`src/rtl/serial_addsub_pkg.sv`:
```
// serial_addsub_pkg: shared state encoding and default operand width for the
// bit-serial adder/subtractor.
package serial_addsub_pkg;

  localparam int DEFAULT_WIDTH = 8;

  typedef enum logic [1:0] {
    IDLE = 2'd0,
    RUN  = 2'd1,
    DONE = 2'd2
  } state_t;

endpackage

```
`src/rtl/serial_addsub_fulladder.sv`:
```
// fulladder: one-bit combinational full adder cell, reused by the serial
// datapath once per clock.
module fulladder (
  input  logic a,
  input  logic b,
  input  logic carry_in,
  output logic sum,
  output logic carry_out
);

  logic w_p;

  assign w_p       = a ^ b;
  assign sum       = w_p ^ carry_in;
  assign carry_out = (a & b) | (carry_in & w_p);

endmodule

```
`src/rtl/serial_addsub.sv`:
```
// serial_addsub: bit-serial adder, one bit per clock LSB first, driving a
// single fulladder cell. Result and carry-out are registered and only change
// at the edge that raises done.
// Optional feature macro: SERIAL_ADDSUB_SUB_EN adds the op port
// (op=1 computes a - b; carry_out=1 then means no borrow).
module serial_addsub
  import serial_addsub_pkg::*;
#(
  parameter int WIDTH = DEFAULT_WIDTH
) (
  input  logic             clk,
  input  logic             rst_n,
  input  logic             start,
  input  logic [WIDTH-1:0] a,
  input  logic [WIDTH-1:0] b,
  input  logic             carry_in,
`ifdef SERIAL_ADDSUB_SUB_EN
  input  logic             op,
`endif
  output logic             busy,
  output logic             done,
  output logic [WIDTH-1:0] sum,
  output logic             carry_out
);

  localparam int CW = $clog2(WIDTH + 1);
  localparam logic [CW-1:0] LAST_BIT = CW'(WIDTH - 1);

  state_t           r_state;
  state_t           w_state_next;
  logic [WIDTH-1:0] r_opa;
  logic [WIDTH-1:0] r_opb;
  logic [WIDTH-1:0] r_acc;
  logic [WIDTH-1:0] r_sum;
  logic             r_carry;
  logic             r_cout;
  logic [CW-1:0]    r_cnt;

  logic             w_sub;
  logic             w_load;
  logic             w_last;
  logic             w_fa_sum;
  logic             w_fa_cout;
  logic [WIDTH-1:0] w_acc_next;

`ifdef SERIAL_ADDSUB_SUB_EN
  assign w_sub = op;
`else
  assign w_sub = 1'b0;
`endif

  // A new operation is accepted only when not mid-computation.
  assign w_load = start && ((r_state == IDLE) || (r_state == DONE));
  assign w_last = (r_state == RUN) && (r_cnt == LAST_BIT);

  fulladder u_fa (
    .a         (r_opa[0]),
    .b         (r_opb[0]),
    .carry_in  (r_carry),
    .sum       (w_fa_sum),
    .carry_out (w_fa_cout)
  );

  // New sum bit enters at the MSB; after WIDTH shifts bit 0 sits at the LSB.
  // Written as shift/OR so it also holds for WIDTH=1.
  assign w_acc_next = (r_acc >> 1) | (WIDTH'(w_fa_sum) << (WIDTH - 1));

  // State register.
  always_ff @(posedge clk or negedge rst_n) begin
    if (!rst_n) begin
      r_state <= IDLE;
    end else begin
      r_state <= w_state_next;
    end
  end

  // Next-state and Moore outputs.
  always_comb begin
    w_state_next = r_state;
    busy         = 1'b0;
    done         = 1'b0;
    case (r_state)
      IDLE: begin
        if (start) w_state_next = RUN;
      end
      RUN: begin
        busy = 1'b1;
        if (w_last) w_state_next = DONE;
      end
      DONE: begin
        done         = 1'b1;
        w_state_next = start ? RUN : IDLE;
      end
      default: w_state_next = IDLE;
    endcase
  end

  // Operand shifters, carry, accumulator and bit counter.
  always_ff @(posedge clk or negedge rst_n) begin
    if (!rst_n) begin
      r_opa   <= '0;
      r_opb   <= '0;
      r_acc   <= '0;
      r_carry <= 1'b0;
      r_cnt   <= '0;
    end else if (w_load) begin
      r_opa   <= a;
      r_opb   <= w_sub ? ~b : b;
      r_carry <= w_sub ? 1'b1 : carry_in;
      r_acc   <= '0;
      r_cnt   <= '0;
    end else if (r_state == RUN) begin
      r_opa   <= r_opa >> 1;
      r_opb   <= r_opb >> 1;
      r_carry <= w_fa_cout;
      r_acc   <= w_acc_next;
      r_cnt   <= r_cnt + CW'(1);
    end
  end

  // Result registers: written only on the final bit, never with a partial value.
  always_ff @(posedge clk or negedge rst_n) begin
    if (!rst_n) begin
      r_sum  <= '0;
      r_cout <= 1'b0;
    end else if (w_last) begin
      r_sum  <= w_acc_next;
      r_cout <= w_fa_cout;
    end
  end

  assign sum       = r_sum;
  assign carry_out = r_cout;

endmodule

```
`config.mk`:
```
export PLATFORM = sky130hd
export DESIGN_NAME = serial_addsub
export DESIGN_NICKNAME = d
export VERILOG_FILES = /design/src/rtl/serial_addsub_pkg.sv /design/src/rtl/serial_addsub_fulladder.sv /design/src/rtl/serial_addsub.sv
export SDC_FILE = /design/constraint.sdc
export NUM_CORES = 1
export LEC_CHECK = 0
export ABC_AREA = 1
export BUFFER_PORTS_ARGS = -buffer_cell sky130_fd_sc_hd__clkbuf_2
export CORE_ASPECT_RATIO = 1.2
export CORE_MARGIN = 2
export CORE_UTILIZATION = 45
export CTS_BUF_LIST = sky130_fd_sc_hd__clkbuf_4
export CTS_CLUSTER_DIAMETER = 50
export DETAILED_ROUTE_END_ITERATION = 8
export PLACE_DENSITY = 0.65
export SLEW_MARGIN = 10
export SYNTH_ARGS = -nofsm -noshare
export SYNTH_HDL_FRONTEND = slang
export SYNTH_SLANG_ARGS = --single-unit
export TNS_END_PERCENT = 10
```
`constraint.sdc`:
```
create_clock -name clk -period 2.95 [get_ports clk]
set_input_delay 0.4425 -clock clk [delete_from_list [all_inputs] [get_ports clk]]
set_output_delay 0.4425 -clock clk [all_outputs]
set_load 0.02 [all_outputs]
```
==> results of run 1 <==
==> report_power, final <==
part           internal (W)  leakage, nW  total [W]  switching [W]
Clock             0.0000976       0.0307   0.000257       0.000159
Combinational      0.000301        0.566   0.000892       0.000591
Sequential         0.000765        0.495   0.000890       0.000124
==> kinds of logic after synthesis <==
kind of cell	synth area share, %
AOI/OAI and AO/OA	8.31
DFF	55.4
and+or+nand+nor	26.8
adders and majority gates	1.85
buffers and inverters	7.60
==> worst max path at each step <==
stage	start	end	slack, ps	cells past startpoint
final	r_state[0]	busy	1110	3
after global routing	r_state[0]	busy	1010	3
after CTS	r_state[0]	busy	1080	3
after detailed placement	r_state[0]	busy	1470	3
after global placement	r_state[0]	busy	1430	3
after floorplan	r_state[0]	busy	1710	3
==> stage by stage <==
step / util [%] / area, sq um / cells / setup WS, ps
2_1_floorplan: - / 1760 / 200 / 1710
3_3_place_gp: 51.9 / 1920 / 275 / 1430
3_5_place_dp: 51.9 / 1920 / 275 / 1470
4_1_cts: 53.4 / 1970 / 283 / 1080
5_1_grt: 53.4 / 1970 / 283 / 1010
6_report: 53.4 / 1970 / 283 / 1110
==> state kept, by name (all words and copies together), names as in the netlist <==
name	cells
r_state	2
sum	8
r_cnt	4
r_carry	1
r_acc	7
r_opb	8
r_opa	8
carry_out	1
==> area by class of cell <==
type                    count  share of cell area (%)
inverters                  20                    3.81
well taps                  52                    3.30
flip-flops and latches     39                    49.5
clock inverters             2                   0.381
repair buffers             30                    7.62
multi-input cells         134                    33.1
clock buffers               6                    2.29
==> cells in the mapped netlist <==
master	number
nor2_1	4
nor2_4	1
nand3_1	12
nand2_1	89
dfrtp_1	39
inv_1	18
nor2_2	2
buf_6	3
a21oi_1	1
ha_1	1
o22ai_1	7
fa_1	1
nand2_4	3
buf_2	2
inv_2	2
o21ai_2	10
o21ai_0	2
nand2_2	1
buf_4	2
==> per-layer routing <==
| metal | up-vias | wire [um] |
|---|---|---|
| met5 | - | 0 |
| met4 | 0 | 48 |
| met3 | 6 | 140 |
| met2 | 29 | 1440 |
| met1 | 591 | 1480 |
| li1 | 678 | - |
==> impl_metrics.tcl, run 1 <==
set metrics [dict create \
    worstSetupStartpointType "register" \
    cp_cell_sequence "inv_2 -> nor2_4 -> clkbuf_2" \
    num_vias 1304 \
    end_kind "output pin" \
    clkSinkCount 39 \
    ioPinCount 31 \
    final_common_cell "nand2_1" \
    grt_remaining_overflow 0 \
    remaining_drc_errors 0 \
    grt_pass1_vias 1237 \
    hold_slack_ps 236 \
    fin_crit_ps 1840 \
    grt_max_degree 40 \
    area.growth.synth_to_final_pct 11.9 \
    r2r_slack_ps 1490 \
    setup_tns_ps 0 \
    firstDrtPassIters 4 \
    cp_slowest_cell "dfrtp_1" \
    avgSynthCellArea_sq_um 8.81 \
    cts-root-buf "clkbuf_4" \
    cts_tree "built" \
    ys_ff_latch 39 \
    drv_cap 0 \
    grt_pass1_wl_um 5400 \
    rows 24 \
    ff_latch_area_sq_um 976 \
    diodes 0 \
    gp_congestion 0.710 \
    rr_worst_depth 6 \
    mostFrequentLayoutCells "nand2_1 (89), dfrtp_1 (39), clkbuf_2 (30)" \
    cts_resized 0 \
    synth_area_sq_um 1760 \
    crit_type "reg -> out" \
    hold_class "in -> async" \
    antenna_found_initial 0 \
    num-nets-final 252 \
    cp_max_fo 13 \
    relSlewSlack_pct 36.8 \
    via_per_inst 4.61 \
    drt_iter0_drc 40 \
    dieWidth_um 61.1 \
    antenna_left 0 \
    synth_top_area_cell "dfrtp_1" \
    htreeDepth 2 \
    post-cts-setup-buffers 0 \
    wl_um 3110 \
    p_leak_nw 1.09 \
    finalClockSkew_ps 3.68 \
    crit_path_max_incr_delay_ps 440 \
    fillerInstances 388 \
    cts_buffers 5 \
    design.core.area_sq_um 3690 \
    yosysSeqAreaShare_pct 55.4 \
    use_met2_pct 26.8 \
    period_share_pct 62.4 \
    worstReg2RegEnd "r_cnt[1]" \
    die_area_sq_um 4430 \
    power.total_w 0.00204 \
    pwr_density_cell_nw_per_um2 1030 \
    synth_cell_type_count 19 \
    synth.area.top_cells "dfrtp_1 (55%), nand2_1 (19%), o21ai_2 (5.0%)" \
    setup_violations 0 \
    wl_per_cell_um 11.0 \
    start_util_pct 47.7 \
    synth_top_area_share_pct 55.4 \
    drive_gt1_share_pct 23.8 \
    crit_buf_inv 2 \
    rsz0062_at_grt "false" \
    r2r_start "r_state[1]" \
    worst_pin_slew_ps 949 \
    status "completed" \
    multiInputGateArea_sq_um 652 \
    cp_top_family "flip-flops" \
    maxSlewViolCount 0 \
    crit_required_ps 2510 \
    clk_pin_slew_ps 100 \
    port_buffers 30 \
    yosys_warnings 0 \
    peakVddDrop_uv 499 \
    use_met1_pct 20.4 \
    die_h_um 72.5 \
    grt_util_all_layers_pct 16.3 \
    hold_buffers 0 \
    crit_arrival_ps 1400 \
    grt.busiest_layer "met2" \
    max_freq_mhz 543 \
    clkLatencyLatePin_ps 330 \
    syn_inst 200 \
    post-dp-hpwl_um 2050 \
    cts_buffer_depth 2 \
    use_met3_pct 4.81 \
    syn-num-nets 222 \
    finalHoldViolCount 0 \
]
No activity file was read; power rests on OpenSTA's default activity.
==> run 2: changes to the inputs <==
==> constraint.sdc (replaced) <==
create_clock -name clk -period 1.8 [get_ports clk]
set_input_delay 0.27 -clock clk [delete_from_list [all_inputs] [get_ports clk]]
set_output_delay 0.27 -clock clk [all_outputs]
set_load 0.02 [all_outputs]
==> impl_metrics.tcl, run 2 (synthesis gave the netlist of run 1 again) <==
set metrics [dict create \
    status "completed" \
    hold_class "in -> reg" \
    finalClockSkew_ps 7.86 \
    antenna_found_initial 0 \
    r2r_slack_ps 510 \
    rr_worst_depth 6 \
    finalHoldViolCount 0 \
    drv_cap 0 \
    cts_tree "built" \
    dieWidth_um 61.1 \
    setup_tns_ps 0 \
    gp_congestion 0.742 \
    maxSlewViolCount 0 \
    die_area_sq_um 4430 \
    mostFrequentLayoutCells "nand2_1 (89), dfrtp_1 (39), clkbuf_2 (30)" \
    p_leak_nw 1.13 \
    peakVddDrop_uv 691 \
    crit_required_ps 1530 \
    port_buffers 30 \
    relSlewSlack_pct 82.6 \
    post-dp-hpwl_um 2190 \
    crit_type "reg -> out" \
    max_freq_mhz 630 \
    seq_power_share_pct 41.3 \
    p_sw_w 0.00147 \
    internal-power_w 0.00208 \
    firstDrtPassIters 4 \
    rsz0062_at_grt "false" \
    drt_iter0_drc 58 \
    design.core.area_sq_um 3690 \
    via_per_inst 4.72 \
    grt_remaining_overflow 0 \
    drive_gt1_share_pct 25.4 \
    share_comb_of_total_power_pct 42.8 \
    crit_arrival_ps 1320 \
    multiInputGateArea_sq_um 652 \
    grt_pass1_wl_um 5430 \
    antenna_left 0 \
    fin_crit_ps 1590 \
    ioPinCount 31 \
    fillerInstances 376 \
    htreeDepth 2 \
    grt_util_all_layers_pct 16.5 \
    p_clk_share_pct 15.9 \
    die_h_um 72.5 \
    swShare_pct 41.4 \
    cp_max_fo 7 \
    hold_depth 3 \
    cts-root-buf "clkbuf_4" \
    post-cts-setup-buffers 0 \
    final_common_cell "nand2_1" \
    grt_max_degree 40 \
    end_kind "output pin" \
    diodes 0 \
    clk_pin_slew_ps 110 \
    clkLatencyLatePin_ps 340 \
    num-nets-final 257 \
    period_share_pct 88.1 \
    ff_latch_area_sq_um 976 \
    rows 24 \
    cts_buffers 5 \
    num_vias 1358 \
    cts_buffer_depth 2 \
    area.growth.synth_to_final_pct 16.2 \
    wl_um 3190 \
    worst_pin_slew_ps 261 \
    grt_pass1_vias 1272 \
    pwr_density_cell_nw_per_um2 1740 \
    start_util_pct 47.7 \
    wl_per_cell_um 11.1 \
    clkSinkCount 39 \
    power.total_w 0.00355 \
    remaining_drc_errors 0 \
    worstSetupStartpointType "register" \
    setup_violations 0 \
]
run 2: path summary, 6_finish.rpt:
kind | from | end
max | r_state[0] | busy
min | a[7] | r_opa[7]
max reg2reg | r_state[0] | r_cnt[2]
min reg2reg | r_opb[7] | r_opb[7]
max in group asynchronous | rst_n | r_cnt[3]
min in group asynchronous | rst_n | r_acc[7]
run 2: worst max-delay path, stage by stage, from the launching register on:
cell      delay (ps)
dfrtp_1          440
inv_2             90
nor2_4           230
clkbuf_2         220
run 2: repair_timing:
action,4_1_cts,5_1_grt
hold endpoints to repair,39,0
hold buffers,1,0
gates resized for setup,0,0
run 2: metrics by stage:
stage	area (sq um)	worst slack, ps	hold slack (ps)	cells	utilization, %
2_1_floorplan	1760	626	-25.6	200	-
3_3_place_gp	1960	527	257	279	53.1
3_5_place_dp	1960	519	256	279	53.1
4_1_cts	2050	190	116	288	55.4
5_1_grt	2050	149	149	288	55.4
6_report	2050	214	125	288	55.4
run 2: per-layer routing:
metal / vias up / GRT usage (%) / share of wire, %
li1: 690 / - / -
met1: 623 / 20.9 / 47
met2: 35 / 26.0 / 46
met3: 10 / 3.21 / 4.1
met4: 0 / 8.70 / 2.9
met5: - / 0 / 0
run 2: final cells by class:
type / instances / share of cell area (%)
Inverter: 20 / 3.67
Sequential cell: 39 / 47.7
Multi-Input combinational cell: 134 / 31.8
Clock inverter: 3 / 1.89
Timing Repair Buffer: 35 / 9.90
Tap cell: 52 / 3.18
Clock buffer: 5 / 1.83
run 2: power groups by stage:
stage	clock (W)	sequential [W]	combinational (W)
floorplan	0	0.00156	0.00110
CTS	0.000581	0.00147	0.00154
finish	0.000564	0.00147	0.00152
global placement	0	0.00147	0.00151
detailed placement	0	0.00149	0.00154
global route	0.000610	0.00152	0.00175
==> run 3: changes to the inputs <==
--- a/config.mk
+++ b/config.mk
@@ -5,7 +5,6 @@
 export SDC_FILE = /design/constraint.sdc
 export NUM_CORES = 1
 export LEC_CHECK = 0
-export ABC_AREA = 1
 export BUFFER_PORTS_ARGS = -buffer_cell sky130_fd_sc_hd__clkbuf_2
 export CORE_ASPECT_RATIO = 1.2
 export CORE_MARGIN = 2
@@ -13,8 +12,7 @@
 export CTS_BUF_LIST = sky130_fd_sc_hd__clkbuf_4
 export CTS_CLUSTER_DIAMETER = 50
 export DETAILED_ROUTE_END_ITERATION = 8
-export PLACE_DENSITY = 0.65
-export SLEW_MARGIN = 10
+export PLACE_DENSITY = 0.69
 export SYNTH_ARGS = -nofsm -noshare
 export SYNTH_HDL_FRONTEND = slang
 export SYNTH_SLANG_ARGS = --single-unit
==> constraint.sdc (replaced) <==
create_clock -name clk -period 1.3 [get_ports clk]
set_input_delay 0.195 -clock clk [delete_from_list [all_inputs] [get_ports clk]]
set_output_delay 0.195 -clock clk [all_outputs]
set_load 0.02 [all_outputs]
==> impl_metrics.tcl, run 3 <==
set metrics [dict create \
    status "finished with violations" \
    violations "DRC, setup timing" \
    grt_max_degree 40 \
    wl_um 3670 \
    avgSynthCellArea_sq_um 11.8 \
    synthMuxAreaShare_pct 8.19 \
    grt.busiest_layer "met2" \
    ys_ff_latch 39 \
    finalClockSkew_ps 4.04 \
    clkSinkCount 39 \
    yosys.area_share.simple_pct 14.2 \
    yosys_most_used_dff "dfrtp_1" \
    crit_required_ps 1110 \
    synth_area_sq_um 1620 \
    place_ws_ps -116 \
    antenna_left 0 \
    drv_cap 0 \
    period_share_pct 107 \
    die_h_um 69.7 \
    die_area_sq_um 4100 \
    end_kind "output pin" \
    firstDrtPassIters 6 \
    synth_cell_type_count 24 \
    port_buffers 30 \
    peakVddDrop_uv 1650 \
    grt_remaining_overflow 0 \
    p_leak_nw 1.07 \
    synthXorXnorAreaFrac_pct 0 \
    via_per_inst 5.57 \
    async_flop_share_pct 100 \
    cts_tree "built" \
    rsz0062_at_grt "true" \
    setup_violations 25 \
    maxSlewViolCount 0 \
    max_freq_mhz 718 \
    finalHoldViolCount 0 \
    drt_iter0_drc 140 \
    grt_util_all_layers_pct 20.0 \
    post-dp-hpwl_um 2290 \
    ioPinCount 31 \
    timing.final.ws_setup_ps -92.8 \
    hold_slack_ps 59.5 \
    synth-edff-count 0 \
    synth_top_family_by_area "simple AND/OR/NAND/NOR gates" \
    cts-root-buf "clkbuf_4" \
    cp_max_fo 4 \
    fin_crit_ps 1390 \
    num-nets-final 211 \
    syn_inst 137 \
    num_vias 1265 \
    design.core.area_sq_um 3400 \
    crit_arrival_ps 1200 \
    seq_power_share_pct 39.0 \
    synth_top_area_cell "dfrtp_1" \
    share_comb_of_total_power_pct 49.5 \
    worst_pin_slew_ps 500 \
    grt_pass1_vias 1300 \
    syn-num-nets 159 \
    p_sw_w 0.00209 \
    worstSetupStartpointType "register" \
    clk_pin_slew_ps 110 \
    stdcell_count 227 \
    area.growth.synth_to_final_pct 31.8 \
    dp_cells 210 \
    hold_class "in -> reg" \
    antenna_found_initial 0 \
    synthAdderAreaFrac_pct 2.01 \
    cts_buffers 5 \
    placed_cell_area_sq_um 1900 \
    relSlewSlack_pct 66.7 \
    yosys_warnings 0 \
    ys_top_cells_by_count "dfrtp_1 (39), nand2_1 (24), a22o_1 (10), mux2_2 (10), nand3_1 (9)" \
    remaining_drc_errors 3 \
    use_met2_pct 30.4 \
    swShare_pct 37.6 \
    wl_per_cell_um 16.2 \
    synth.area.top_cells "dfrtp_1 (60%), mux2_2 (6.9%), nand2_1 (5.6%)" \
    mostFrequentLayoutCells "dfrtp_1 (39), clkbuf_2 (28), nand2_1 (23)" \
    start_util_pct 47.7 \
    rows 23 \
    pwr_density_cell_nw_per_um2 2590 \
    stdcell_area_sq_um 2140 \
    p_clk_share_pct 11.5 \
    use_met1_pct 26.3 \
    grt_pass1_wl_um 6170 \
    htreeDepth 2 \
    synth_compound_area_share_pct 12.4 \
    use_met3_pct 6.34 \
    cts_buffer_depth 2 \
    clkLatencyLatePin_ps 350 \
    gp_congestion 0.779 \
    diodes 0 \
    dieWidth_um 58.8 \
    yosysSeqAreaShare_pct 60.2 \
    synth_most_common_cell "dfrtp_1" \
    crit_type "reg -> out" \
    internal-power_w 0.00345 \
    final_common_cell "dfrtp_1" \
    drive_gt1_share_pct 41.1 \
    synth_top_area_share_pct 60.2 \
]
==> run 3: cell types whose count changed after synthesis, moves of 3 or more <==
cell,previous run,this run
nand3_1,12,9
o22ai_1,7,1
a22o_1,0,10
o21ai_2,10,0
buf_6,3,0
a31oi_1,0,6
nand2_1,89,24
mux2_2,0,10
inv_1,18,0
a22oi_1,0,8
clkbuf_1,0,3
nor2_1,4,7
nand2_4,3,0
==> run 3: worst paths after layout <==
check / cells past startpoint / from / endpoint / slack [ps]
worst max-delay path: 4 / r_state[0] / busy / -90
worst min-delay path: 3 / carry_in / r_carry / 60
worst max register to register: 5 / r_cnt[0] / carry_out / -60
worst min register to register: 2 / r_opb[4] / r_opb[4] / 520
max in group asynchronous: 3 / rst_n / r_opb[6] / 520
min in group asynchronous: 3 / rst_n / r_opa[4] / 420
==> run 3: metrics by stage <==
step | total power [W] | util [%] | TNS (ps)
floorplan | 0.00356 | - | -1070
global placement | 0.00426 | 56.0 | -528
detailed placement | 0.00435 | 56.0 | -993
CTS | 0.00534 | 61.3 | -969
global route | 0.00592 | 62.9 | -2840
finish | 0.00554 | 62.9 | -904
==> run 3: logic make-up (layout without fill, tap and decap cells) <==
group / after synthesis / count (layout)
fa+ha+maj: 2 / 2
mux: 12 / 12
flops: 39 / 39
compound gates: 27 / 27
simple gates: 48 / 48
buf+inv: 9 / 62
==> run 3: critical path, stage by stage (launching register included) <==
cell and delay [ps]:
dfrtp_1 440, nand2b_4 130, inv_4 50, buf_12 120
buf_8 120
==> run 3: final cells by class <==
class	count	area [sq um]
inverters	1	6.26
repair buffers	53	384
multi-input cells	89	666
fillers	283	1260
clock buffers	7	52.6
flip-flops and latches	39	976
clock inverters	1	5.00
well taps	37	46.3
==> run 3: timing repair <==
item,CTS,global route
hold buffers,1,0
gates resized for setup,16,10
endpoints found under the setup margin,21,39
pin swaps,8,2
endpoints found under the hold margin,39,0
buffers inserted,6,2
==> run 3: per-layer routing <==
layer,up-vias,wire length [um]
met2,34,1800
met4,0,65
met1,635,1610
met3,8,199
li1,588,-
met5,-,0
==> run 3: power groups by stage <==
stage / clock [W] / sequential (W) / combinational [W]
finish: 0.000636 / 0.00216 / 0.00274
detailed placement: 0 / 0.00214 / 0.00221
floorplan: 0 / 0.00223 / 0.00133
global placement: 0 / 0.00212 / 0.00215
global route: 0.000711 / 0.00222 / 0.00299
CTS: 0.000656 / 0.00213 / 0.00256
